**src/rtl/matmul_pkg.sv**
```systemverilog
// Shared definitions for the matmul result writer: state encoding, default
// geometry and a counter-width helper.
package matmul_pkg;

  localparam int DEF_N  = 8;
  localparam int DEF_DW = 8;
  localparam int ROW_W  = DEF_N * DEF_DW;
  localparam int CNT_W  = $clog2(DEF_N);

  typedef enum logic [1:0] {
    ST_IDLE  = 2'd0,
    ST_WRITE = 2'd1,
    ST_DONE  = 2'd2
  } state_t;

  // A one-row matrix still needs a 1-bit row counter.
  function automatic int cnt_w(input int n);
    return (n > 1) ? $clog2(n) : 1;
  endfunction

endpackage

```
**src/rtl/matmul_sat_shift.sv**
```systemverilog
// Combinational requantizer: arithmetic right shift by SHIFT, then signed
// saturation of the result into DW bits.
module matmul_sat_shift #(
  parameter int ACC_W = 16,
  parameter int DW    = 8,
  parameter int SHIFT = 0
) (
  input  logic signed [ACC_W-1:0] i_acc,
  output logic        [DW-1:0]    o_q
);

  localparam int MAX_I = (1 << (DW - 1)) - 1;
  localparam int MIN_I = -(1 << (DW - 1));
  localparam logic signed [ACC_W-1:0] MAX_S = ACC_W'(MAX_I);
  localparam logic signed [ACC_W-1:0] MIN_S = ACC_W'(MIN_I);

  logic signed [ACC_W-1:0] w_s;

  assign w_s = i_acc >>> SHIFT;

  always_comb begin
    o_q = w_s[DW-1:0];
    if (w_s > MAX_S) begin
      o_q = {1'b0, {(DW-1){1'b1}}};
    end else if (w_s < MIN_S) begin
      o_q = {1'b1, {(DW-1){1'b0}}};
    end
  end

endmodule

```
**src/rtl/matmul_result_writer.sv**
```systemverilog
// Captures the requantized NxN accumulator array on a done_mat_mul rise and
// streams it row by row into the result RAM through a valid/ready port.
//
//   state    | meaning
//   ST_IDLE  | waiting for a done_mat_mul rise
//   ST_WRITE | issuing rows 0..N-1, busy
//   ST_DONE  | all rows accepted, done held until clear_done
module matmul_result_writer
  import matmul_pkg::*;
#(
  parameter int N          = DEF_N,
  parameter int ACC_W      = 16,
  parameter int DW         = DEF_DW,
  parameter int SHIFT      = 0,
  parameter int ADDR_W     = 7,
  parameter int ROW_STRIDE = 1
) (
  input  logic                   i_clk,
  input  logic                   i_resetn,
  input  logic                   i_done_mat_mul,
  input  logic                   i_clear_done,
  input  logic [ADDR_W-1:0]      i_base_addr,
  input  logic [N*N*ACC_W-1:0]   i_c_data,
  input  logic                   i_wr_ready,
  output logic                   o_wr_en,
  output logic [ADDR_W-1:0]      o_wr_addr,
  output logic [N*DW-1:0]        o_wr_data,
  output logic                   o_busy,
  output logic                   o_done,
  output logic                   o_overrun
);

  localparam int L_ROW_W = N * DW;
  localparam int L_CNT_W = cnt_w(N);
  localparam logic [L_CNT_W-1:0] LAST_ROW = L_CNT_W'(N - 1);
  localparam logic [ADDR_W-1:0]  STRIDE   = ADDR_W'(ROW_STRIDE);

  state_t                r_state;
  state_t                w_next;
  logic                  r_done_q;
  logic [L_CNT_W-1:0]    r_row;
  logic [ADDR_W-1:0]     r_base;
  logic [N*N*DW-1:0]     r_cap;
  logic                  r_overrun;
  logic [N*N*DW-1:0]     w_q;
  logic                  w_rise;
  logic                  w_capture;
  logic                  w_accept;
  logic                  w_last;
  logic                  w_ovr_set;

  for (genvar gi = 0; gi < N * N; gi++) begin : g_sat
    matmul_sat_shift #(
      .ACC_W (ACC_W),
      .DW    (DW),
      .SHIFT (SHIFT)
    ) u_sat (
      .i_acc (i_c_data[gi*ACC_W +: ACC_W]),
      .o_q   (w_q[gi*DW +: DW])
    );
  end

  assign w_rise = i_done_mat_mul & ~r_done_q;

  always_ff @(posedge i_clk or negedge i_resetn) begin
    if (!i_resetn) begin
      r_state <= ST_IDLE;
    end else begin
      r_state <= w_next;
    end
  end

  always_comb begin
    w_next    = r_state;
    w_capture = 1'b0;
    w_accept  = 1'b0;
    w_last    = 1'b0;
    w_ovr_set = 1'b0;
    case (r_state)
      ST_IDLE: begin
        if (w_rise) begin
          w_capture = 1'b1;
          w_next    = ST_WRITE;
        end
      end
      ST_WRITE: begin
        w_ovr_set = w_rise;
        if (i_wr_ready) begin
          w_accept = 1'b1;
          if (r_row == LAST_ROW) begin
            w_last = 1'b1;
            w_next = ST_DONE;
          end
        end
      end
      ST_DONE: begin
        // A new rise outranks a coincident clear_done.
        if (w_rise) begin
          w_capture = 1'b1;
          w_next    = ST_WRITE;
        end else if (i_clear_done) begin
          w_next = ST_IDLE;
        end
      end
      default: w_next = ST_IDLE;
    endcase
  end

  always_ff @(posedge i_clk or negedge i_resetn) begin
    if (!i_resetn) begin
      r_done_q  <= 1'b0;
      r_row     <= '0;
      r_base    <= '0;
      r_cap     <= '0;
      r_overrun <= 1'b0;
    end else begin
      r_done_q <= i_done_mat_mul;
      if (w_ovr_set) begin
        r_overrun <= 1'b1;
      end
      if (w_capture) begin
        r_row  <= '0;
        r_base <= i_base_addr;
        r_cap  <= w_q;
      end else if (w_accept) begin
        r_row <= w_last ? '0 : r_row + 1'b1;
      end
    end
  end

  // Address arithmetic is modulo 2^ADDR_W; wrap past the top is intended.
  assign o_wr_addr = r_base + ADDR_W'(r_row) * STRIDE;
  assign o_wr_data = r_cap[r_row*L_ROW_W +: L_ROW_W];
  assign o_wr_en   = (r_state == ST_WRITE);
  assign o_busy    = (r_state == ST_WRITE);
  assign o_done    = (r_state == ST_DONE);
  assign o_overrun = r_overrun;

endmodule

```
**config.mk**
```make
export PLATFORM = sky130hd
export DESIGN_NAME = matmul_result_writer
export DESIGN_NICKNAME = d
export VERILOG_FILES = /design/src/rtl/matmul_pkg.sv /design/src/rtl/matmul_sat_shift.sv /design/src/rtl/matmul_result_writer.sv
export SDC_FILE = /design/constraint.sdc
export NUM_CORES = 1
export LEC_CHECK = 0
export BUFFER_PORTS_ARGS = -buffer_cell sky130_fd_sc_hd__clkbuf_2
export CORE_AREA = 2 2 427 429
export CTS_BUF_LIST = sky130_fd_sc_hd__clkbuf_2
export CTS_CLUSTER_DIAMETER = 150
export CTS_CLUSTER_SIZE = 28
export DETAILED_ROUTE_END_ITERATION = 10
export DIE_AREA = 0 0 429 431
export PLACE_DENSITY_LB_ADDON = 0.3
export SETUP_SLACK_MARGIN = 0.15
export SYNTH_ARGS = -nofsm -noshare
export SYNTH_HDL_FRONTEND = slang
export SYNTH_SLANG_ARGS = --single-unit
export TNS_END_PERCENT = 30
```
**constraint.sdc**
```tcl
create_clock -name i_clk -period 2.65 [get_ports i_clk]
set_input_delay 0.53 -clock i_clk [delete_from_list [all_inputs] [get_ports i_clk]]
set_output_delay 0.53 -clock i_clk [all_outputs]
set_load 0.03 [all_outputs]
```
==> results of run 1 <==
-- cells by family after synthesis --
family	Yosys count
simple gates	1380
compound gates	586
flops	526
mux	192
buf+inv	164
fa+ha+maj	6
xor+xnor	5
-- metrics by stage --
step	area, µm²	instances	util (%)	hold WS [ns]	setup WS [ns]
after global placement	37300	6314	20.7	0.451	0.0158
after floorplan	28100	2859	-	0.234	0.390
after detailed placement	37300	6314	20.7	0.454	0.0000389
==> flow_summary_export.csv, run 1 <==
group,metric,value,unit
synth,ys_seq_area_share,46.8,%
synth,ys_seq_elements,526,
synth,yosys-top-cells-count,"nor2_1 (634), dfrtp_1 (526), nand2_1 (480), a211oi_1 (315), o211ai_1 (133)",
cts,cts.path.max_buffers,3,
cts,hold_buffers,1273,
place,place_hpwl,174000,µm
cts,numClockSinks,526,
outcome,tool.error,"[ERROR RSZ-0060] Max buffer count reached.",
floorplan,start_util,15.6,%
synth,synth_cell_types,38,
synth,syn-num-nets,3901,
synth,yosys.area_share.simple,20.8,%
cts,cts_root_buffer,"clkbuf_2",
synth,async_reset_ff_share,100,%
synth,synth_most_common_cell,"nor2_1",
floorplan,dieWidth,429,µm
synth,synth_cells,2859,
synth,synth_edf_count,0,
outcome,failed_stage,"clock tree synthesis",
floorplan,io_pins,1111,
synth,syn_area_per_cell,9.83,µm²
cts,htree_levels,1,
synth,synth_warnings,0,
synth,synth_adder_area_share,0.294,%
synth,synthTopCellsByArea,"dfrtp_1 (47%), mux4_2 (10%), nor2_1 (8.5%)",
place,port_buffers,1110,
outcome,status,"did not finish",
floorplan,row_count,156,
cts,cts_inserted_buffers,27,
synth,synthMuxAreaShare,12.8,%
synth,netlist.area_leader.share,46.8,%
place,gp_congestion,0.967,
cts,cts_setup_buffers,5,
synth,synth_xor_area_share,0.156,%
cts,cts_resized,159,
floorplan,die_h,431,µm
synth,synthFlopType,"dfrtp_1",
synth,synth_top_family_by_area,"simple AND/OR/NAND/NOR gates",
synth,synth_compound_area_share,16.1,%
synth,synth_area,28100,µm²
synth,synth.largest_area_cell,"dfrtp_1",
==> inputs of run 2 (changes only) <==
Settings changed: CORE_AREA 2 2 427 429 to 2 2 429 431, CTS_BUF_LIST sky130_fd_sc_hd__clkbuf_2 to unset, CTS_CLUSTER_DIAMETER 150 to unset, CTS_CLUSTER_SIZE 28 to unset, DIE_AREA 0 0 429 431 to 0 0 431 433, PLACE_DENSITY_LB_ADDON 0.3 to 0.15, SETUP_SLACK_MARGIN 0.15 to unset.
==> flow_summary_export.csv, run 2 <==
group,metric,value,unit
outcome,status,"finished, violations left",
outcome,violations,"setup timing",
finish,drive_gt1_share,38.4,%
synth,synth_most_common_cell,"nor2_1",
place,dpl-instance-area,37200,µm²
setup_path,critical_path_required,2.12,ns
finish,regArea,13200,µm²
synth,synthMuxAreaShare,12.8,%
cts,cts.path.max_buffers,3,
synth,syn_area_per_cell,9.83,µm²
grt,grt_pass1_vias,30000,
timing,maxSlewViolCount,0,
finish,largest_reg_flops,512,
synth,netlist.area_leader.share,46.8,%
timing,slew_headroom,37.9,%
synth,synth_xor_area_share,0.156,%
finish,final_area,40400,µm²
pwr,p_int,28.8,mW
synth,ys_seq_area_share,46.8,%
drt,wl,203000,µm
synth,synth_cells,2859,
cts,insertion_delay,0.68,ns
pwr,peakVddDrop,767,µV
timing,tns,-31.91,ns
finish,final_common_cell,"clkbuf_2",
floorplan,start_util,15.4,%
drt,drt-wirelength-per-cell,31.3,µm
synth,synth_adder_area_share,0.294,%
synth,yosys-top-cells-count,"nor2_1 (634), dfrtp_1 (526), nand2_1 (480), a211oi_1 (315), o211ai_1 (133)",
synth,synthTopCellsByArea,"dfrtp_1 (47%), mux4_2 (10%), nor2_1 (8.5%)",
place,pre_cts_ws,0.0592,ns
timing,min_period_over_period,121,%
grt,grt.overflow.total,0,
synth,synth_top_family_by_area,"simple AND/OR/NAND/NOR gates",
synth,synth_edf_count,0,
floorplan,die_h,433,µm
finish,area_growth,43.9,%
floorplan,row_count,157,
synth,synth.largest_area_cell,"dfrtp_1",
setup_path,cp.arrival,2.68,ns
pwr,power,51.0,mW
grt,track_usage,21.1,%
place,gp_congestion,0.867,
grt,grt_pass1_wl,267000,µm
timing,worst_pin_slew,0.922,ns
synth,synthFlopType,"dfrtp_1",
finish,finalNonFillerCells,6471,
drt,ant_nets,0,
finish,fillCellCount,20200,
synth,yosys.area_share.simple,20.8,%
drt,drc,0,
finish,top_regs,"r_cap (512), r_base (7), r_row (3)",
cts,numClockSinks,526,
synth,synth_cell_types,38,
pwr,p_switching,22.3,mW
timing,fin_ws,-0.556,ns
pwr,swShare,43.6,%
timing,clock_skew,0.0239,ns
drt,num_vias,28600,
synth,syn-num-nets,3901,
place,port_buffers,1110,
drt,drt-pass1-iter-count,5,
synth,ys_seq_elements,526,
grt,grt_max_degree,62,
place,placed_cells_incl_taps,6316,
run,max_cap_viol_count,0,
synth,synth_warnings,0,
finish,final_cell_mix,"clkbuf_2 (1,060), nor2_1 (634), dfrtp_1 (523)",
pwr,seqPwrFrac,35.9,%
timing,final_hold_viol_count,0,
floorplan,core,182000,µm²
place,place_hpwl,172000,µm
pwr,combinationalPowerShare,42.8,%
setup_path,crit_type,"reg2out",
timing,hold_ws,0.0664,ns
cts,cts.clk_slew.worst_paths,0.06,ns
floorplan,dieWidth,431,µm
cts,htree_levels,3,
setup_path,cp-end-kind,"primary output",
drt,vias_per_cell,4.43,
setup_path,timing.critical_path.from_type,"flop",
finish,top_register,"r_cap",
min_path,worstHoldPathType,"in2reg",
pwr,clkPwrFrac,21.3,%
cts,cts_root_buffer,"clkbuf_16",
setup_path,path_max_fanout,14,
finish,utilization,22.2,%
timing,post-route-min-period,3.21,ns
timing,rsz0062_at_grt,"true",
timing,max_freq,312,MHz
finish,multi_input_area,14200,µm²
finish,final_nets,5056,
drt,drt_iter0_markers,1582,
pwr,powerDensity,1260,nW/µm²
synth,synth_area,28100,µm²
synth,async_reset_ff_share,100,%
cts,cts_tree,"yes",
floorplan,io_pins,1111,
cts,cts_inserted_buffers,74,
synth,synth_compound_area_share,16.1,%
grt,antenna_found_initial,44,
floorplan,dieArea,187000,µm²
timing,setup_violations,70,
pwr,p_leak,18.1,nW
-- run 2: logic make-up (layout without fill, tap and decap cells) --
logic type | count (synthesis) | count (layout)
and+or+nand+nor | 1380 | 1380
AOI/OAI and AO/OA | 586 | 586
DFF | 526 | 526
muxes | 192 | 192
buffers and inverters | 164 | 1380
adders and majority gates | 6 | 6
xor gates and xnor gates | 5 | 5
other | 0 | 11
-- run 2: path summary, 6_finish.rpt --
| check | start | end | slack [ns] | cells after the start |
|---|---|---|---|---|
| setup / recovery | r_row[0]$_DFFE_PN0P_ | o_wr_data[44] | -0.56 | 5 |
| hold / removal | i_clear_done | r_state[1]$_DFFE_PN0P_ | 0.07 | 2 |
| setup reg to reg | r_state[0]$_DFFE_PN0P_ | r_cap[350]$_DFFE_PN0P_ | 0.55 | 5 |
| hold reg to reg | o_overrun$_DFFE_PN0P_ | o_overrun$_DFFE_PN0P_ | 0.46 | 1 |
| max in group asynchronous | i_resetn | r_cap[147]$_DFFE_PN0P_ | 1.32 | 3 |
| min in group asynchronous | i_resetn | r_cap[304]$_DFFE_PN0P_ | 0.49 | 2 |
-- run 2: layout make-up --
type | count | share of cell area (%)
antenna | 11 | 0.0681
clock buffer | 106 | 5.43
clock inverter | 31 | 1.06
inverter | 4 | 0.0371
multi-input combinational | 2169 | 35.2
sequential | 526 | 32.6
tap | 2385 | 7.38
timing repair buffer | 1239 | 18.3
-- run 2: what timing repair did --
action	CTS	global route
setup endpoints to repair	70	70
setup buffers	4	0
gates cloned	1	0
resized for setup	102	32
hold buffers	2	0
endpoints found under the hold margin	29	0
-- run 2: per-layer routing --
| layer | vias to the layer above | routed length [µm] | share of wire (%) | global-route usage, % |
|---|---|---|---|---|
| met5 | - | 83 | 0.041 | 0 |
| met4 | 14 | 4020 | 2.0 | 4.18 |
| met3 | 184 | 7810 | 3.9 | 3.42 |
| met2 | 802 | 118000 | 58 | 43.0 |
| met1 | 14600 | 73200 | 36 | 22.3 |
| li1 | 13000 | - | - | - |
-- run 2: power groups by stage --
stage	clock, mW	sequential (mW)	combinational, mW
global placement	0	19.2	20.2
CTS	11.2	18.9	21.9
global route	11.5	18.6	23.7
detailed placement	0	19.0	20.4
floorplan	0	13.6	13.5
finish	10.9	18.3	21.9
-- run 2: critical path, stage by stage (launching register included) --
cell and delay, ns:
dfrtp_4 0.49, buf_16 0.19, buf_12 0.19, mux4_2 0.54
mux2_2 0.35, clkbuf_4 0.21
Note: power is estimated with default switching activity, not from simulation.
==> inputs of run 3 (changes only) <==
Settings changed: ABC_AREA set to 1, CORE_AREA 2 2 429 431 to 2 2 439 441, DIE_AREA 0 0 431 433 to 0 0 441 443.
==> flow_summary_export.csv, run 3 <==
group,metric,value,unit
grt,track_usage,18.7,%
setup_path,cp-end-kind,"primary output",
setup_path,reg2reg_setup_slack,0.58,ns
synth,synth_cells,4958,
grt,antenna_found_initial,39,
finish,top_register,"r_cap",
synth,synth.largest_area_cell,"dfrtp_1",
min_path,worstHoldPathType,"in2reg",
finish,final_cell_mix,"nand2_1 (2,515), clkbuf_2 (1,039), nor2_1 (592)",
synth,synth_edf_count,0,
timing,maxSlewViolCount,0,
timing,clock_skew,0.0303,ns
grt,grt.overflow.total,0,
run,max_cap_viol_count,0,
timing,max_freq,321,MHz
finish,drive_gt1_share,28.1,%
synth,synth_warnings,0,
grt,grt_pass1_vias,36500,
place,pre_cts_ws,-0.241,ns
setup_path,path_buf_inv,5,
synth,yosys-top-cells-count,"nand2_1 (2,630), nor2_1 (644), dfrtp_1 (526), inv_1 (387), o21ai_1 (216)",
place,gp_congestion,0.890,
grt,grt_pass1_wl,262000,µm
synth,synthTopCellsByArea,"dfrtp_1 (42%), nand2_1 (32%), nor2_1 (7.7%)",
floorplan,dieArea,195000,µm²
setup_path,crit_chain,"buf_12 -> buf_16 -> buf_16 -> buf_16 -> o21ai_1 -> o22ai_1 -> nand2_1 -> nand2_2 -> clkbuf_8",
setup_path,cp.arrival,2.58,ns
setup_path,r2r.worst_path.cells,6,
finish,top_regs,"r_cap (512), r_base (7), r_row (3)",
floorplan,die_h,443,µm
cts,cts_root_buffer,"clkbuf_16",
drt,drc,0,
timing,min_period_over_period,117,%
finish,largest_reg_flops,512,
outcome,violations,"setup timing",
setup_path,critical-path-max-stage-delay,0.51,ns
timing,final_hold_viol_count,0,
synth,synth_area,31200,µm²
outcome,status,"finished, violations left",
place,place_hpwl,149000,µm
floorplan,start_util,16.3,%
cts,cts_tree,"yes",
min_path,whs_endpoint,"r_base[1]$_DFFE_PN0P_",
pwr,peakVddDrop,496,µV
pwr,p_leak,25.3,nW
drt,ant_nets,0,
synth,async_reset_ff_share,100,%
setup_path,r2r-end,"r_cap[267]$_DFFE_PN0P_",
timing,fin_ws,-0.463,ns
timing,hold_ws,0.0758,ns
cts,numClockSinks,526,
setup_path,worstReg2RegStart,"r_done_q$_DFF_PN0_",
floorplan,io_pins,1111,
drt,num_vias,35900,
synth,netlist.area_leader.share,42.2,%
min_path,whs_path_depth,3,
setup_path,cp_slowest_cell,"dfrtp_4",
timing,rsz0062_at_grt,"true",
cts,cts_inserted_buffers,73,
timing,setup_violations,69,
synth,synth_most_common_cell,"nand2_1",
cts,htree_levels,3,
floorplan,row_count,161,
drt,drt_iter0_markers,2198,
setup_path,timing.critical_path.from_type,"flop",
finish,final_nets,7187,
timing,slew_headroom,51.0,%
finish,area_growth,50.0,%
finish,final_common_cell,"nand2_1",
setup_path,path_common_cell,"buf_16",
floorplan,dieWidth,441,µm
min_path,hold_path_startpoint,"i_base_addr[1]",
setup_path,crit_type,"reg2out",
cts,cts.path.max_buffers,3,
setup_path,critical_path_required,2.12,ns
synth,synthFlopType,"dfrtp_1",
synth,syn-num-nets,6000,
drt,drt-pass1-iter-count,6,
synth,synth_cell_types,26,
setup_path,critPathTopFamily,"buffers and inverters",
drt,drt-wirelength-per-cell,21.7,µm
synth,ys_seq_area_share,42.2,%
grt,grt_max_degree,99,
place,port_buffers,1110,
timing,worst_pin_slew,0.735,ns
drt,vias_per_cell,4.11,
drt,wl,190000,µm
floorplan,core,191000,µm²
timing,post-route-min-period,3.11,ns
synth,syn_area_per_cell,6.29,µm²
cts,cts.clk_slew.worst_paths,0.06,ns
setup_path,path_max_fanout,6,
synth,ys_seq_elements,526,
cts,insertion_delay,0.66,ns
setup_path,startpoint,"r_row[0]$_DFFE_PN0P_",
pwr,powerDensity,1160,nW/µm²
[run 3: cell types whose count changed after synthesis, moves of 129 or more]
cell      previous run  this run
nand2_1            480      2630
inv_1                4       387
a211oi_1           315         0
o21ai_1              1       216
o211ai_1           133         0
o21ai_0              1       130
[run 3: worst max path at each step]
stage                                to  slack (ns)  cells after the start
after detailed placement  o_wr_data[47]       -0.24                      9
after CTS                  o_wr_addr[6]       -0.53                     11
after global placement    o_wr_data[47]       -0.26                      9
after floorplan            o_wr_addr[4]        0.23                      6
after global routing       o_wr_addr[6]       -0.52                     11
final                     o_wr_data[24]       -0.46                      9
[run 3: tightest hold or removal path, delay by kind of cell]
| kind | cells | cell delay (ns) |
|---|---|---|
| simple gates | 2 | 0.10 |
| buf+inv | 1 | 0.08 |
[run 3: cell families after synthesis]
logic type               after synthesis  share of synthesized area [%]
AND/OR/NAND/NOR                     3327                           40.4
buffers and inverters                574                           7.61
flip-flops                           526                           42.2
AO/OA/AOI/OAI                        522                           9.44
adder cells (fa/ha/maj)                6                          0.265
XOR/XNOR                               3                         0.0842
[run 3: through the flow]
stage / setup TNS (ns) / power, mW / util (%) / std cells / cell area, µm²
after floorplan: 0 / 24.8 / - / 4958 / 31200
after CTS: -31.56 / 53.1 / 24.0 / 8719 / 45900
after detailed placement: -1.28 / 36.3 / 21.3 / 8537 / 40700
after global routing: -29.84 / 57.7 / 24.5 / 8730 / 46800
final: -23.06 / 54.4 / 24.5 / 8733 / 46800
after global placement: -1.38 / 36.4 / 21.3 / 8537 / 40700
[run 3: power by group]
part | switching, mW | internal, mW | total (mW)
clock network | 4.16 | 6.20 | 10.4
registers | 3.14 | 11.6 | 14.7
logic | 17.1 | 12.2 | 29.3
[run 3: layout make-up]
type,instances,area (µm²)
diodes,7,17.5
clock buffers,104,2120
clock inverters,26,355
fillers,21700,144000
inverters,391,1530
multi-input cells,3858,17200
flip-flops and latches,526,13200
well taps,2526,3160
repair buffers,1294,9280
repair inverters,1,16.3
[run 3: repair_timing]
item                                   4_1_cts  5_1_grt
endpoints found under the hold margin       32        0
pin swaps                                   76       54
cloned                                      30       10
gates resized for setup                    455      194
setup buffers                               20        4
hold buffers                                 4        0
setup endpoints to repair                   70       70
[run 3: per-layer routing]
metal	vias to the layer above	part of all wire, %	GRT usage, %
li1	17700	-	-
met1	16900	44	24.4
met2	1092	48	31.5
met3	221	5.1	2.84
met4	8	2.6	5.29
met5	-	0.024	0
==> inputs of run 4 (changes only) <==
Clock period 2.65 ns to 3 ns, I/O delays scaled along.
==> flow_summary_export.csv, run 4 (synthesis gave the netlist of run 3 again) <==
group,metric,value,unit
outcome,status,"finished, violations left",
outcome,violations,"setup timing",
grt,grt_pass1_wl,254000,µm
min_path,worstHoldPathType,"in2reg",
setup_path,path_max_fanout,23,
finish,final_common_cell,"nand2_1",
finish,top_regs,"r_cap (512), r_base (7), r_row (3)",
drt,drt_iter0_markers,2346,
finish,top_register,"r_cap",
finish,largest_reg_flops,512,
floorplan,dieArea,195000,µm²
setup_path,critical_path_required,2.40,ns
finish,final_nets,7151,
grt,grt_pass1_vias,35600,
finish,area_growth,44.2,%
timing,rsz0062_at_grt,"true",
drt,num_vias,35500,
cts,cts_inserted_buffers,74,
drt,vias_per_cell,4.08,
drt,drt-pass1-iter-count,7,
cts,htree_levels,3,
timing,post-route-min-period,3.12,ns
setup_path,timing.critical_path.from_type,"flop",
grt,grt.overflow.total,0,
finish,multi_input_area,16400,µm²
drt,wl,188000,µm
drt,drt-wirelength-per-cell,21.6,µm
drt,ant_nets,0,
cts,cts_tree,"yes",
cts,cts.path.max_buffers,3,
pwr,peakVddDrop,560,µV
pwr,power,44.4,mW
timing,min_period_over_period,104,%
pwr,powerDensity,986,nW/µm²
floorplan,start_util,16.3,%
floorplan,row_count,161,
drt,drc,0,
pwr,p_leak,24.7,nW
floorplan,die_h,443,µm
timing,worst_pin_slew,0.770,ns
floorplan,core,191000,µm²
finish,regArea,13200,µm²
timing,final_hold_viol_count,0,
finish,final_cell_mix,"nand2_1 (2,541), clkbuf_2 (1,041), nor2_1 (630)",
timing,max_freq,320,MHz
grt,antenna_found_initial,37,
setup_path,crit_type,"reg2out",
timing,maxSlewViolCount,0,
setup_path,cp.arrival,2.52,ns
grt,grt_max_degree,82,
grt,track_usage,18.1,%
timing,clock_skew,0.0286,ns
finish,drive_gt1_share,26.0,%
cts,cts.clk_slew.worst_paths,0.06,ns
timing,fin_ws,-0.121,ns
setup_path,cp-end-kind,"primary output",
finish,fillCellCount,21700,
run,max_cap_viol_count,0,
place,place_hpwl,151000,µm
timing,slew_headroom,48.7,%
place,port_buffers,1110,
cts,numClockSinks,526,
cts,insertion_delay,0.67,ns
timing,setup_violations,47,
place,gp_congestion,0.894,
floorplan,dieWidth,441,µm
cts,cts_root_buffer,"clkbuf_16",
place,pre_cts_ws,0.0706,ns
floorplan,io_pins,1111,
[run 4: cell types whose count changed in the layout (fill, tap and decap cells not counted), moves of 16 or more]
cell and delta:
nor2_1 +38, buf_8 -16, o21ai_0 +45, o22ai_4 -16
o21ai_2 -26, buf_12 -17, buf_16 -24, nand2_4 -16
nand2_1 +26, nor2_2 -25
[run 4: worst paths after layout]
path,slack [ns],start,cells past startpoint,to
setup / recovery,-0.12,r_row[1]$_DFFE_PN0P_,7,o_wr_data[49]
max in group asynchronous,1.58,i_resetn,3,r_cap[4]$_DFFE_PN0P_
hold reg to reg,0.46,o_overrun$_DFFE_PN0P_,1,o_overrun$_DFFE_PN0P_
setup reg to reg,0.85,r_done_q$_DFF_PN0_,7,r_cap[282]$_DFFE_PN0P_
hold / removal,0.09,i_done_mat_mul,1,r_done_q$_DFF_PN0_
min in group asynchronous,0.54,i_resetn,2,r_cap[453]$_DFFE_PN0P_
[run 4: timing repair]
item                                    CTS  global route
pin swaps                                28            23
cloned                                    7            12
hold buffers                              1             0
endpoints found under the setup margin   68            68
resized for setup                       240           151
setup buffers                             6            15
hold endpoints to repair                 38             0
[run 4: cell type report]
class | instances | share of cell area [%]
diodes | 12 | 0.0667
clock buffers | 100 | 4.67
clock inverters | 33 | 0.851
inverters | 391 | 3.36
multi-input cells | 3858 | 36.6
flip-flops and latches | 526 | 29.3
well taps | 2526 | 7.02
repair buffers | 1256 | 18.1
repair inverters | 2 | 0.0612
[run 4: per-layer routing]
layer  share of wire, %  track usage, %  vias up
li1                   -               -    17600
met1                 44            23.1    16700
met2                 48            30.6     1045
met3                5.4            3.35      191
met4                2.9            5.78        4
met5              0.011               0        -
[run 4: critical path, stage by stage, from the launching register on]
cell and delay, ns:
dfrtp_4 0.60, buf_6 0.19, clkbuf_16 0.22, o21ai_0 0.11, o22ai_1 0.28, nand2_1 0.15, nand2_4 0.13, clkbuf_8 0.17
[run 4: where the power goes]
| group | switching, mW | internal, mW | leakage [nW] | total (mW) |
|---|---|---|---|---|
| logic | 13.6 | 8.62 | 16.9 | 22.2 |
| clock network | 3.68 | 5.45 | 1.22 | 9.12 |
| registers | 2.80 | 10.2 | 6.61 | 13.0 |
| total | 20.1 | 24.3 | 24.7 | 44.4 |
[run 4: per-stage QoR]
| step | cells | hold WS [ns] | utilization, % | TNS [ns] | area [µm²] |
|---|---|---|---|---|---|
| 2_1_floorplan | 4958 | 0.304 | - | 0 | 31200 |
| 3_3_place_gp | 8518 | 0.442 | 21.2 | 0 | 40500 |
| 3_5_place_dp | 8518 | 0.449 | 21.2 | 0 | 40500 |
| 4_1_cts | 8665 | 0.0141 | 23.0 | -9.16 | 44100 |
| 5_1_grt | 8702 | 0.0451 | 23.5 | -9.01 | 45000 |
| 6_report | 8704 | 0.0864 | 23.5 | -2.00 | 45000 |
